===== src/rtl/fpcvt_round_pipe_if.sv =====
// Handshake bundle for the linear-to-float converter: sample input side and
// float result side, each with its own valid/ready pair.
interface fpcvt_round_pipe_if #(
  parameter int D_W = 12,
  parameter int E_W = 3,
  parameter int M_W = 4
) ();
  logic                  in_valid;
  logic                  in_ready;
  logic signed [D_W-1:0] in_data;
  logic [1:0]            in_rmode;
  logic                  out_valid;
  logic                  out_ready;
  logic                  out_sign;
  logic [E_W-1:0]        out_exp;
  logic [M_W-1:0]        out_sig;
  logic                  out_inexact;
  logic                  out_sat;

  // Producer of samples / consumer of results (the environment)
  modport master (
    output in_valid, in_data, in_rmode, out_ready,
    input  in_ready, out_valid, out_sign, out_exp, out_sig, out_inexact, out_sat
  );

  // The converter itself
  modport slave (
    input  in_valid, in_data, in_rmode, out_ready,
    output in_ready, out_valid, out_sign, out_exp, out_sig, out_inexact, out_sat
  );
endinterface


===== src/rtl/fpcvt_round_pipe.sv =====
// Three-stage linear-to-float converter: signed sample -> sign / exponent /
// significand with selectable rounding. Value = (-1)^sign * sig * 2^exp.
// Each stage carries its own valid bit and stalls only when the stage ahead
// is full and not draining, so the pipe buffers up to three results.
module fpcvt_round_pipe #(
  parameter int D_W = 12,
  parameter int E_W = 3,
  parameter int M_W = 4
) (
  input  logic              clk,
  input  logic              rst,
  fpcvt_round_pipe_if.slave bus
);
  localparam int MAG_W = D_W - 1;
  localparam int E_MAX = (1 << E_W) - 1;

  typedef struct packed {
    logic [E_W-1:0] exp;
    logic [M_W-1:0] sig;
    logic           sat;
  } rnd_t;

  // The exponent must be able to express the largest normalising shift.
  if ((D_W - 1 - M_W > E_MAX) || (M_W < 2) || (MAG_W < M_W)) begin : g_bad_params
    $error("fpcvt_round_pipe: illegal parameter combination D_W=%0d E_W=%0d M_W=%0d", D_W, E_W, M_W);
  end

  // |x| in D_W-1 bits; the most-negative value is special-cased by the caller
  function automatic logic [MAG_W-1:0] abs_mag(input logic signed [D_W-1:0] x);
    logic signed [D_W-1:0] n;
    n = x[D_W-1] ? -x : x;
    return n[MAG_W-1:0];
  endfunction

  // Position of the most significant set bit, -1 when the magnitude is zero
  function automatic int msb_idx(input logic [MAG_W-1:0] m);
    int idx;
    idx = -1;
    for (int i = 0; i < MAG_W; i++) begin
      if (m[i]) idx = i;
    end
    return idx;
  endfunction

  // Round-increment decision; modes 1 and 3 both truncate
  function automatic logic round_inc(input logic [1:0] mode, input logic r,
                                     input logic s, input logic lsb);
    logic inc;
    case (mode)
      2'd0:    inc = r;
      2'd2:    inc = r & (s | lsb);
      default: inc = 1'b0;
    endcase
    return inc;
  endfunction

  // Apply the increment; a carry out renormalises, or saturates at the top exponent
  function automatic rnd_t round_apply(input logic [E_W-1:0] e, input logic [M_W-1:0] sig,
                                       input logic inc, input logic sat_in);
    rnd_t res;
    res.exp = e;
    res.sig = sig;
    res.sat = sat_in;
    if (inc) begin
      if (sig != '1) begin
        res.sig = sig + 1'b1;
      end else if (e != E_W'(E_MAX)) begin
        res.sig = {1'b1, {(M_W-1){1'b0}}};
        res.exp = e + 1'b1;
      end else begin
        res.sat = 1'b1;
      end
    end
    return res;
  endfunction

  logic ld1, ld2, ld3;
  logic vld_p1, vld_p2, vld_p3;
  logic in_is_min;

  logic             sign_p1;
  logic [MAG_W-1:0] mag_p1;
  logic             sat_p1;
  logic [1:0]       rmode_p1;

  logic             sign_p2;
  logic [E_W-1:0]   exp_p2;
  logic [M_W-1:0]   sig_p2;
  logic             rnd_p2;
  logic             stk_p2;
  logic             sat_p2;
  logic [1:0]       rmode_p2;

  logic             sign_p3;
  logic [E_W-1:0]   exp_p3;
  logic [M_W-1:0]   sig_p3;
  logic             inexact_p3;
  logic             sat_p3;

  int               lead;
  int               shamt;
  logic [E_W-1:0]   norm_exp;
  logic [M_W-1:0]   norm_sig;
  logic             norm_r;
  logic             norm_s;
  logic             inc_p2;
  rnd_t             rres;

  assign ld3       = ~vld_p3 | bus.out_ready;
  assign ld2       = ~vld_p2 | ld3;
  assign ld1       = ~vld_p1 | ld2;
  assign in_is_min = (bus.in_data == {1'b1, {(D_W-1){1'b0}}});

  assign bus.in_ready    = ~rst & ld1;
  assign bus.out_valid   = vld_p3;
  assign bus.out_sign    = sign_p3;
  assign bus.out_exp     = exp_p3;
  assign bus.out_sig     = sig_p3;
  assign bus.out_inexact = inexact_p3;
  assign bus.out_sat     = sat_p3;

  // Stage valid bits advance together with the stall chain
  always_ff @(posedge clk) begin
    if (rst) begin
      vld_p1 <= 1'b0;
      vld_p2 <= 1'b0;
      vld_p3 <= 1'b0;
    end else begin
      if (ld1) vld_p1 <= bus.in_valid;
      if (ld2) vld_p2 <= vld_p1;
      if (ld3) vld_p3 <= vld_p2;
    end
  end

  // ---- stage 1: sign / magnitude ----
  // Capture sign, magnitude and rounding mode of an accepted sample
  always_ff @(posedge clk) begin
    if (ld1 && bus.in_valid) begin
      sign_p1  <= bus.in_data[D_W-1];
      rmode_p1 <= bus.in_rmode;
      if (in_is_min) begin
        mag_p1 <= '1;
        sat_p1 <= 1'b1;
      end else begin
        mag_p1 <= abs_mag(bus.in_data);
        sat_p1 <= 1'b0;
      end
    end
  end

  // ---- stage 2: normalise ----
  // Locate the leading one and split the magnitude into sig / round / sticky
  always_comb begin
    lead   = msb_idx(mag_p1);
    shamt  = (lead < M_W) ? 0 : lead - M_W + 1;
    norm_r = 1'b0;
    norm_s = 1'b0;
    for (int i = 0; i < MAG_W; i++) begin
      if (i == shamt - 1) norm_r = mag_p1[i];
      if (i <  shamt - 1) norm_s = norm_s | mag_p1[i];
    end
    norm_sig = M_W'(mag_p1 >> shamt);
    norm_exp = E_W'(shamt);
  end

  // Register the normalised fields
  always_ff @(posedge clk) begin
    if (ld2 && vld_p1) begin
      sign_p2  <= sign_p1;
      exp_p2   <= norm_exp;
      sig_p2   <= norm_sig;
      rnd_p2   <= norm_r;
      stk_p2   <= norm_s;
      sat_p2   <= sat_p1;
      rmode_p2 <= rmode_p1;
    end
  end

  // ---- stage 3: round ----
  // Decide the increment and apply carry / saturation
  always_comb begin
    inc_p2 = round_inc(rmode_p2, rnd_p2, stk_p2, sig_p2[0]);
    rres   = round_apply(exp_p2, sig_p2, inc_p2, sat_p2);
  end

  // Output register; cleared on reset and held while the consumer stalls
  always_ff @(posedge clk) begin
    if (rst) begin
      sign_p3    <= 1'b0;
      exp_p3     <= '0;
      sig_p3     <= '0;
      inexact_p3 <= 1'b0;
      sat_p3     <= 1'b0;
    end else if (ld3 && vld_p2) begin
      sign_p3    <= sign_p2;
      exp_p3     <= rres.exp;
      sig_p3     <= rres.sig;
      inexact_p3 <= rnd_p2 | stk_p2 | rres.sat;
      sat_p3     <= rres.sat;
    end
  end
endmodule


===== src/flat_wrapper.sv =====
// flat-port wrapper written by rule: the top's interface ports become plain ports
module fpcvt_round_pipe_flat 
#(
  parameter int D_W = 12,
  parameter int E_W = 3,
  parameter int M_W = 4
)
  (clk, rst, bus_in_valid, bus_in_data, bus_in_rmode, bus_out_ready, bus_in_ready, bus_out_valid, bus_out_sign, bus_out_exp, bus_out_sig, bus_out_inexact, bus_out_sat);
  fpcvt_round_pipe_if #(.D_W(D_W), .E_W(E_W), .M_W(M_W)) bus_i ();
  input  logic clk;
  input  logic rst;
  input wire logic [$bits(bus_i.in_valid)-1:0] bus_in_valid;
  input wire logic [$bits(bus_i.in_data)-1:0] bus_in_data;
  input wire logic [$bits(bus_i.in_rmode)-1:0] bus_in_rmode;
  input wire logic [$bits(bus_i.out_ready)-1:0] bus_out_ready;
  output wire logic [$bits(bus_i.in_ready)-1:0] bus_in_ready;
  output wire logic [$bits(bus_i.out_valid)-1:0] bus_out_valid;
  output wire logic [$bits(bus_i.out_sign)-1:0] bus_out_sign;
  output wire logic [$bits(bus_i.out_exp)-1:0] bus_out_exp;
  output wire logic [$bits(bus_i.out_sig)-1:0] bus_out_sig;
  output wire logic [$bits(bus_i.out_inexact)-1:0] bus_out_inexact;
  output wire logic [$bits(bus_i.out_sat)-1:0] bus_out_sat;
  assign bus_i.in_valid = bus_in_valid;
  assign bus_i.in_data = bus_in_data;
  assign bus_i.in_rmode = bus_in_rmode;
  assign bus_i.out_ready = bus_out_ready;
  assign bus_in_ready = bus_i.in_ready;
  assign bus_out_valid = bus_i.out_valid;
  assign bus_out_sign = bus_i.out_sign;
  assign bus_out_exp = bus_i.out_exp;
  assign bus_out_sig = bus_i.out_sig;
  assign bus_out_inexact = bus_i.out_inexact;
  assign bus_out_sat = bus_i.out_sat;
  fpcvt_round_pipe #(.D_W(D_W), .E_W(E_W), .M_W(M_W)) u_core (.clk(clk), .rst(rst), .bus(bus_i));
endmodule

===== config.mk =====
export PLATFORM = sky130hd
export DESIGN_NAME = fpcvt_round_pipe_flat
export DESIGN_NICKNAME = d
export VERILOG_FILES = /design/src/rtl/fpcvt_round_pipe_if.sv /design/src/rtl/fpcvt_round_pipe.sv /design/src/flat_wrapper.sv
export SDC_FILE = /design/constraint.sdc
export NUM_CORES = 1
export LEC_CHECK = 0
export CORE_AREA = 2 2 78 80
export DETAILED_ROUTE_END_ITERATION = 8
export DIE_AREA = 0 0 80 82
export PLACE_DENSITY = 0.81
export REMOVE_ABC_BUFFERS = 1
export SETUP_SLACK_MARGIN = 0.02
export SYNTH_ARGS = -nofsm -noshare
export SYNTH_HDL_FRONTEND = slang
export SYNTH_SLANG_ARGS = --single-unit

===== constraint.sdc =====
create_clock -name clk -period 4.15 [get_ports clk]
set_input_delay 0.83 -clock clk [delete_from_list [all_inputs] [get_ports clk]]
set_output_delay 0.83 -clock clk [all_outputs]
set_load 0.03 [all_outputs]

==> results.sh, run 1 <==
export IMPL_area_growth_syn_to_layout_pct=19.12
export IMPL_ctsHoldBuffers=0
export IMPL_final_setup_skew_ns=0.009144
export IMPL_ys_warn_count=0
export IMPL_cp_end_kind="register"
export IMPL_grt_pass1_vias=2267
export IMPL_cp_common_cell="nor3_1"
export IMPL_post_route_period_util=0.9750
export IMPL_numCtsBuffers=5
export IMPL_synth_cell_types=66
export IMPL_cpMaxStageDelayCell="or4_4"
export IMPL_cts_sinks=41
export IMPL_postSynth_asyncResetShare=0
export IMPL_p_comb_frac=0.387
export IMPL_min_delay_path_class="reg -> reg"
export IMPL_dpl_cell_area_um2=3283
export IMPL_initial_core_util=0.5000
export IMPL_cts_root_buffer="clkbuf_8"
export IMPL_post_drt_wl_per_cell_um=14.92
export IMPL_grt_pass1_wl_um=10280
export IMPL_die_area_um2=6560
export IMPL_ys_top_cells_by_area="edfxtp_1 (29%), dfxtp_1 (9.1%), ha_1 (6.1%)"
export IMPL_die_w_um=80
export IMPL_clkPwrFrac=0.204
export IMPL_htree_levels=2
export IMPL_std_cell_rows=28
export IMPL_crit_required_ns=4.19
export IMPL_ys_flop_type="edfxtp_1"
export IMPL_grt_overflow=0
export IMPL_hold_viol_final=0
export IMPL_nets=380
export IMPL_place_inst=415
export IMPL_cap_violations=0
export IMPL_insertion_delay_ns=0.29
export IMPL_dp_hpwl_um=4792
export IMPL_track_usage=0.1961
export IMPL_io_buffers=29
export IMPL_grt_max_degree=16
export IMPL_critical_path_max_fanout=6
export IMPL_core_area_um2=5746
export IMPL_ctsLongestPathBuffers=2
export IMPL_route_detailed_drc=0
export IMPL_drtIter0Drc=173
export IMPL_start_kind="register"
export IMPL_viasPerCell=5.946
export IMPL_routed_wl_um=6325
export IMPL_synth_enable_flop_cells=28
export IMPL_top_level_ports=30
export IMPL_p_sw_w=0.0004455
export IMPL_cp_buffers_inverters=0
export IMPL_path_clk_slew_ns=0.08
export IMPL_switching_share=0.3532
export IMPL_cp_slowest_stage_delay_ns=0.59
export IMPL_yosys_area_top_type="edfxtp_1"
export IMPL_layout_drive_gt1_share=0.1490
export IMPL_dr_pass1_iters=6
export IMPL_yosys_register_bits=41
export IMPL_fin_area_um2=3422
export IMPL_synth_top_area_frac=0.2927
export IMPL_setup_viol=0
export IMPL_ys_seq_area_frac=0.3833
export IMPL_diodes=0
export IMPL_vias=2521
export IMPL_cp_cell_sequence="nor3_1, nor3_1, nor3_1, nor3_2, or2_2, ha_2, or3_1, ha_4, nor4b_2, nand4_1, or4_4, o22a_2, a311oi_2, a21oi_1"
export IMPL_cts_tree="built"
export IMPL_irDropWorstVdd_uv=202.6
export IMPL_synth_most_common_cell="nor2_1"
export IMPL_hold_slack_ns=0.4327
export IMPL_synthCells=307
export IMPL_pre_cts_slack_ns=0.04135
export IMPL_grt_antenna_before_repair=0
export IMPL_worstPathArrival_ns=4.08
export IMPL_fin_crit_ns=4.046
export IMPL_p_int_w=0.0008158
export IMPL_stdcell_count=424
export IMPL_fillers=513
export IMPL_power_frac_seq=0.409
export IMPL_outcome="complete, no violations"
export IMPL_crit_type="reg -> reg"
export IMPL_synthTopCellsByCount="nor2_1 (33), edfxtp_1 (28), nand2_1 (28)"
export IMPL_setup_ws_ns=0.1036
export IMPL_power_density_nw_per_um2=368.6
export IMPL_slew_headroom=0.2196
export IMPL_slew_viol_final=0
export IMPL_crit_family="simple AND/OR/NAND/NOR gates"
export IMPL_synth_area_um2=2873
export IMPL_dieHeight_um=82
export IMPL_ant_nets=0
export IMPL_avgSynthCellArea_um2=9.358
export IMPL_fmax_mhz=247.1
export IMPL_p_leak_nw=1.277
export IMPL_gp_congestion=1.008
export IMPL_tightest_slew_ns=1.168
what timing repair did:
action,4_1_cts,5_1_grt
resized for setup,0,8
hold endpoints to repair,0,0
endpoints found under the setup margin,0,3
setup buffers,0,1
routing by layer:
| metal | share of wire | GRT usage | up-vias |
|---|---|---|---|
| met5 | 0 | 0 | - |
| li1 | - | - | 1229 |
| met2 | 0.49 | 0.3400 | 93 |
| met4 | 0.027 | 0.06780 | 0 |
| met3 | 0.056 | 0.03077 | 20 |
| met1 | 0.42 | 0.2497 | 1179 |
worst paths after layout:
check             cells past startpoint                       end                            from  slack, ns
setup / recovery                     14   u_core.stk_p2$_DFFE_PP_  u_core.mag_p1[3]$_SDFFCE_PP1P_       0.10
hold / removal                        0  u_core.sign_p2$_DFFE_PP_        u_core.sign_p1$_DFFE_PP_       0.43
setup reg to reg                     14   u_core.stk_p2$_DFFE_PP_  u_core.mag_p1[3]$_SDFFCE_PP1P_       0.10
hold reg to reg                       0  u_core.sign_p2$_DFFE_PP_        u_core.sign_p1$_DFFE_PP_       0.43
cell type report:
cell class                 instances  area [um2]  share of cell area
sequential                        41        1101              0.3218
timing repair buffer              47       425.4              0.1243
inverter                          16       60.06             0.01755
clock inverter                     3       17.52            0.005119
tap                               75       93.84             0.02742
clock buffer                       5       68.82             0.02011
multi-input combinational        237        1655              0.4837
through the flow:
stage	utilization	setup TNS, ns	power [W]
finish	0.5956	0	0.001261
global route	0.5956	-0.009788	0.001329
CTS	0.5865	0	0.001246
detailed placement	0.5714	0	0.0009909
global placement	0.5714	0	0.0009846
floorplan	-	0	0.0008427
power groups by stage:
stage	Sequential (W)	Combinational (W)	Clock [W]
after detailed placement	0.000525	0.000466	0
after floorplan	0.000532	0.000311	0
after global placement	0.000523	0.000461	0
after CTS	0.000515	0.000473	0.000258
final	0.000516	0.000488	0.000257
after global routing	0.000521	0.000530	0.000278
cell usage in the layout, fill, tap and decap left out, types with 5 or more instances in the layout:
master	instances
nand2b_1	5
nor3_1	18
nor2_1	32
a21oi_1	17
inv_1	14
dfxtp_1	13
buf_4	18
nand2_1	28
nor2b_1	6
xnor2_1	7
clkdlybuf4s50_1	29
xor2_1	5
a211oi_1	8
o21ai_0	12
edfxtp_1	28
clkbuf_8	5
ha_1	11
cell families after synthesis:
family          synth area share
compound gates            0.1908
xor+xnor                 0.04617
fa+ha+maj                0.06098
buf+inv                  0.05618
flops                     0.3833
mux                      0.03267
simple gates              0.2300
registers in the layout (all words and copies together) (netlist names), 2 cells and up:
register            cells
u_core.mag_p1          11
u_core.bus.out_sig      4
u_core.sig_p2           4
u_core.bus.out_exp      3
u_core.exp_p2           3
u_core.rmode_p1         2
u_core.rmode_p2         2
Power figures use the tool's default switching activity.
==> run 2, diff against run 1 <==
==> constraint.sdc (replaced) <==
create_clock -name clk -period 3.4 [get_ports clk]
set_input_delay 0.68 -clock clk [delete_from_list [all_inputs] [get_ports clk]]
set_output_delay 0.68 -clock clk [all_outputs]
set_load 0.03 [all_outputs]
==> results.sh, run 2 (same netlist as run 1, synthesis figures left out) <==
export IMPL_outcome="complete, but fails checks"
export IMPL_violations="setup timing"
export IMPL_viasPerCell=5.847
export IMPL_initial_core_util=0.5000
export IMPL_dr_pass1_iters=4
export IMPL_ant_nets=0
export IMPL_area_growth_syn_to_layout_pct=30.01
export IMPL_clkPwrFrac=0.188
export IMPL_hold_viol_final=0
export IMPL_crit_required_ns=3.42
export IMPL_irDropWorstVdd_uv=271.8
export IMPL_cts_tree="built"
export IMPL_power_density_nw_per_um2=434.4
export IMPL_grt_pass1_vias=2496
export IMPL_dp_hpwl_um=5314
export IMPL_p_leak_nw=1.451
export IMPL_cp_cell_sequence="or4_4, or2_2, or3_4, ha_4, mux2_4, o21ai_2, a21oi_2, or4_4, buf_4, o22ai_1, o311a_1, a21oi_1"
export IMPL_die_w_um=80
export IMPL_p_sw_w=0.0005551
export IMPL_ctsHoldBuffers=0
export IMPL_start_kind="register"
export IMPL_dieHeight_um=82
export IMPL_setup_ws_ns=-0.3012
export IMPL_route_detailed_drc=0
export IMPL_grt_antenna_before_repair=0
export IMPL_worstPathArrival_ns=3.73
export IMPL_gp_congestion=0.9828
export IMPL_cap_violations=0
export IMPL_cts_root_buffer="clkbuf_8"
export IMPL_cpMaxStageDelayCell="or4_4"
export IMPL_routed_wl_um=6870
export IMPL_setup_viol=3
export IMPL_drtIter0Drc=223
export IMPL_pre_cts_slack_ns=-0.6302
export IMPL_top_level_ports=30
export IMPL_diodes=0
export IMPL_vias=2672
export IMPL_regMostFlops="u_core.mag_p1"
export IMPL_slew_headroom=0.2155
export IMPL_critical_path_max_fanout=7
export IMPL_final_setup_skew_ns=0.008437
export IMPL_path_clk_slew_ns=0.08
export IMPL_fin_area_um2=3735
export IMPL_layout_common_cells="buf_4 (51), nor2_1 (33), clkdlybuf4s50_1 (29)"
export IMPL_insertion_delay_ns=0.29
export IMPL_final_common_cell="buf_4"
export IMPL_nets=413
export IMPL_cp_common_cell="or4_4"
export IMPL_grt_pass1_wl_um=11180
export IMPL_track_usage=0.2164
export IMPL_htree_levels=2
export IMPL_numCtsBuffers=5
export IMPL_layout_drive_gt1_share=0.2513
export IMPL_core_area_um2=5746
export IMPL_tightest_slew_ns=1.174
export IMPL_power_frac_seq=0.384
export IMPL_rsz0062_at_grt="yes"
export IMPL_slew_viol_final=0
export IMPL_fin_crit_ns=3.701
export IMPL_fillers=471
export IMPL_p_comb_frac=0.428
export IMPL_cp_slowest_stage_delay_ns=0.54
export IMPL_post_drt_wl_per_cell_um=15.03
export IMPL_grt_max_degree=16
export IMPL_cts_sinks=41
export IMPL_dpl_cell_area_um2=3516
export IMPL_p_int_w=0.001067
export IMPL_cp_end_kind="register"
export IMPL_largest_reg_flops=11
export IMPL_power_total_w=0.001623
export IMPL_post_route_period_util=1.089
export IMPL_std_cell_rows=28
export IMPL_fmax_mhz=270.2
export IMPL_crit_type="reg -> reg"
export IMPL_switching_share=0.3421
export IMPL_grt_overflow=0
export IMPL_ctsLongestPathBuffers=2
export IMPL_min_delay_path_class="reg -> reg"
export IMPL_io_buffers=29
export IMPL_die_area_um2=6560
==> run 2: changes by cell type in the layout (fill, tap and decap cells not counted), sizes merged <==
cell    before  now
buf         18   51
clkinv       4    3
inv         14   15
==> run 2: area by class of cell <==
| cell class | instances | area, um2 | share of cell area |
|---|---|---|---|
| inverter | 16 | 62.56 | 0.01675 |
| timing repair buffer | 80 | 673.1 | 0.1802 |
| tap | 75 | 93.84 | 0.02513 |
| multi-input combinational | 237 | 1718 | 0.4600 |
| sequential | 41 | 1101 | 0.2948 |
| clock inverter | 3 | 17.52 | 0.004690 |
| clock buffer | 5 | 68.82 | 0.01843 |
==> run 2: stage by stage <==
step                TNS [ns]  hold WS [ns]    util  instances
floorplan             -1.089        0.4003       -        294
global placement     -0.7511        0.4030  0.6119        446
detailed placement    -1.915        0.4143  0.6119        446
CTS                  -0.5995        0.4337  0.6446        457
global route          -1.271        0.4358  0.6500        457
finish               -0.4152        0.4336  0.6500        457
==> run 2: power groups by stage <==
stage | combinational [W] | sequential (W) | clock (W)
2_1_floorplan | 0.000379 | 0.000649 | 0
3_3_place_gp | 0.000640 | 0.000630 | 0
4_1_cts | 0.000670 | 0.000622 | 0.000312
5_1_grt | 0.000748 | 0.000628 | 0.000340
6_report | 0.000694 | 0.000623 | 0.000306
3_5_place_dp | 0.000651 | 0.000633 | 0
==> run 2: worst paths after layout <==
check	start	end	slack [ns]	cells past startpoint
hold reg to reg	u_core.sat_p1$_DFFE_PP_	u_core.sat_p2$_DFFE_PP_	0.43	0
setup reg to reg	u_core.mag_p1[6]$_SDFFCE_PP1P_	u_core.stk_p2$_DFFE_PP_	-0.30	12
setup / recovery	u_core.mag_p1[6]$_SDFFCE_PP1P_	u_core.stk_p2$_DFFE_PP_	-0.30	12
hold / removal	u_core.sat_p1$_DFFE_PP_	u_core.sat_p2$_DFFE_PP_	0.43	0
==> run 2: routing by layer <==
layer	vias to the layer above	part of all wire	track usage
met5	-	0	0
met4	0	0.023	0.07288
met3	22	0.059	0.04176
met2	110	0.51	0.3850
met1	1244	0.41	0.2632
li1	1296	-	-
==> run 2: timing repair <==
action	4_1_cts	5_1_grt
endpoints found under the setup margin	6	6
cloned	0	0
setup buffers	3	1
pin swaps	10	9
resized for setup	15	8
==> run 2: critical path, delay by kind of cell, from the launching register on <==
family                   cells  cell delay [ns]
AND/OR/NAND/NOR              4             1.75
AO/OA/AOI/OAI                5             0.54
flip-flops                   1             0.45
adder cells (fa/ha/maj)      1             0.27
multiplexers                 1             0.27
buffers and inverters        1             0.16
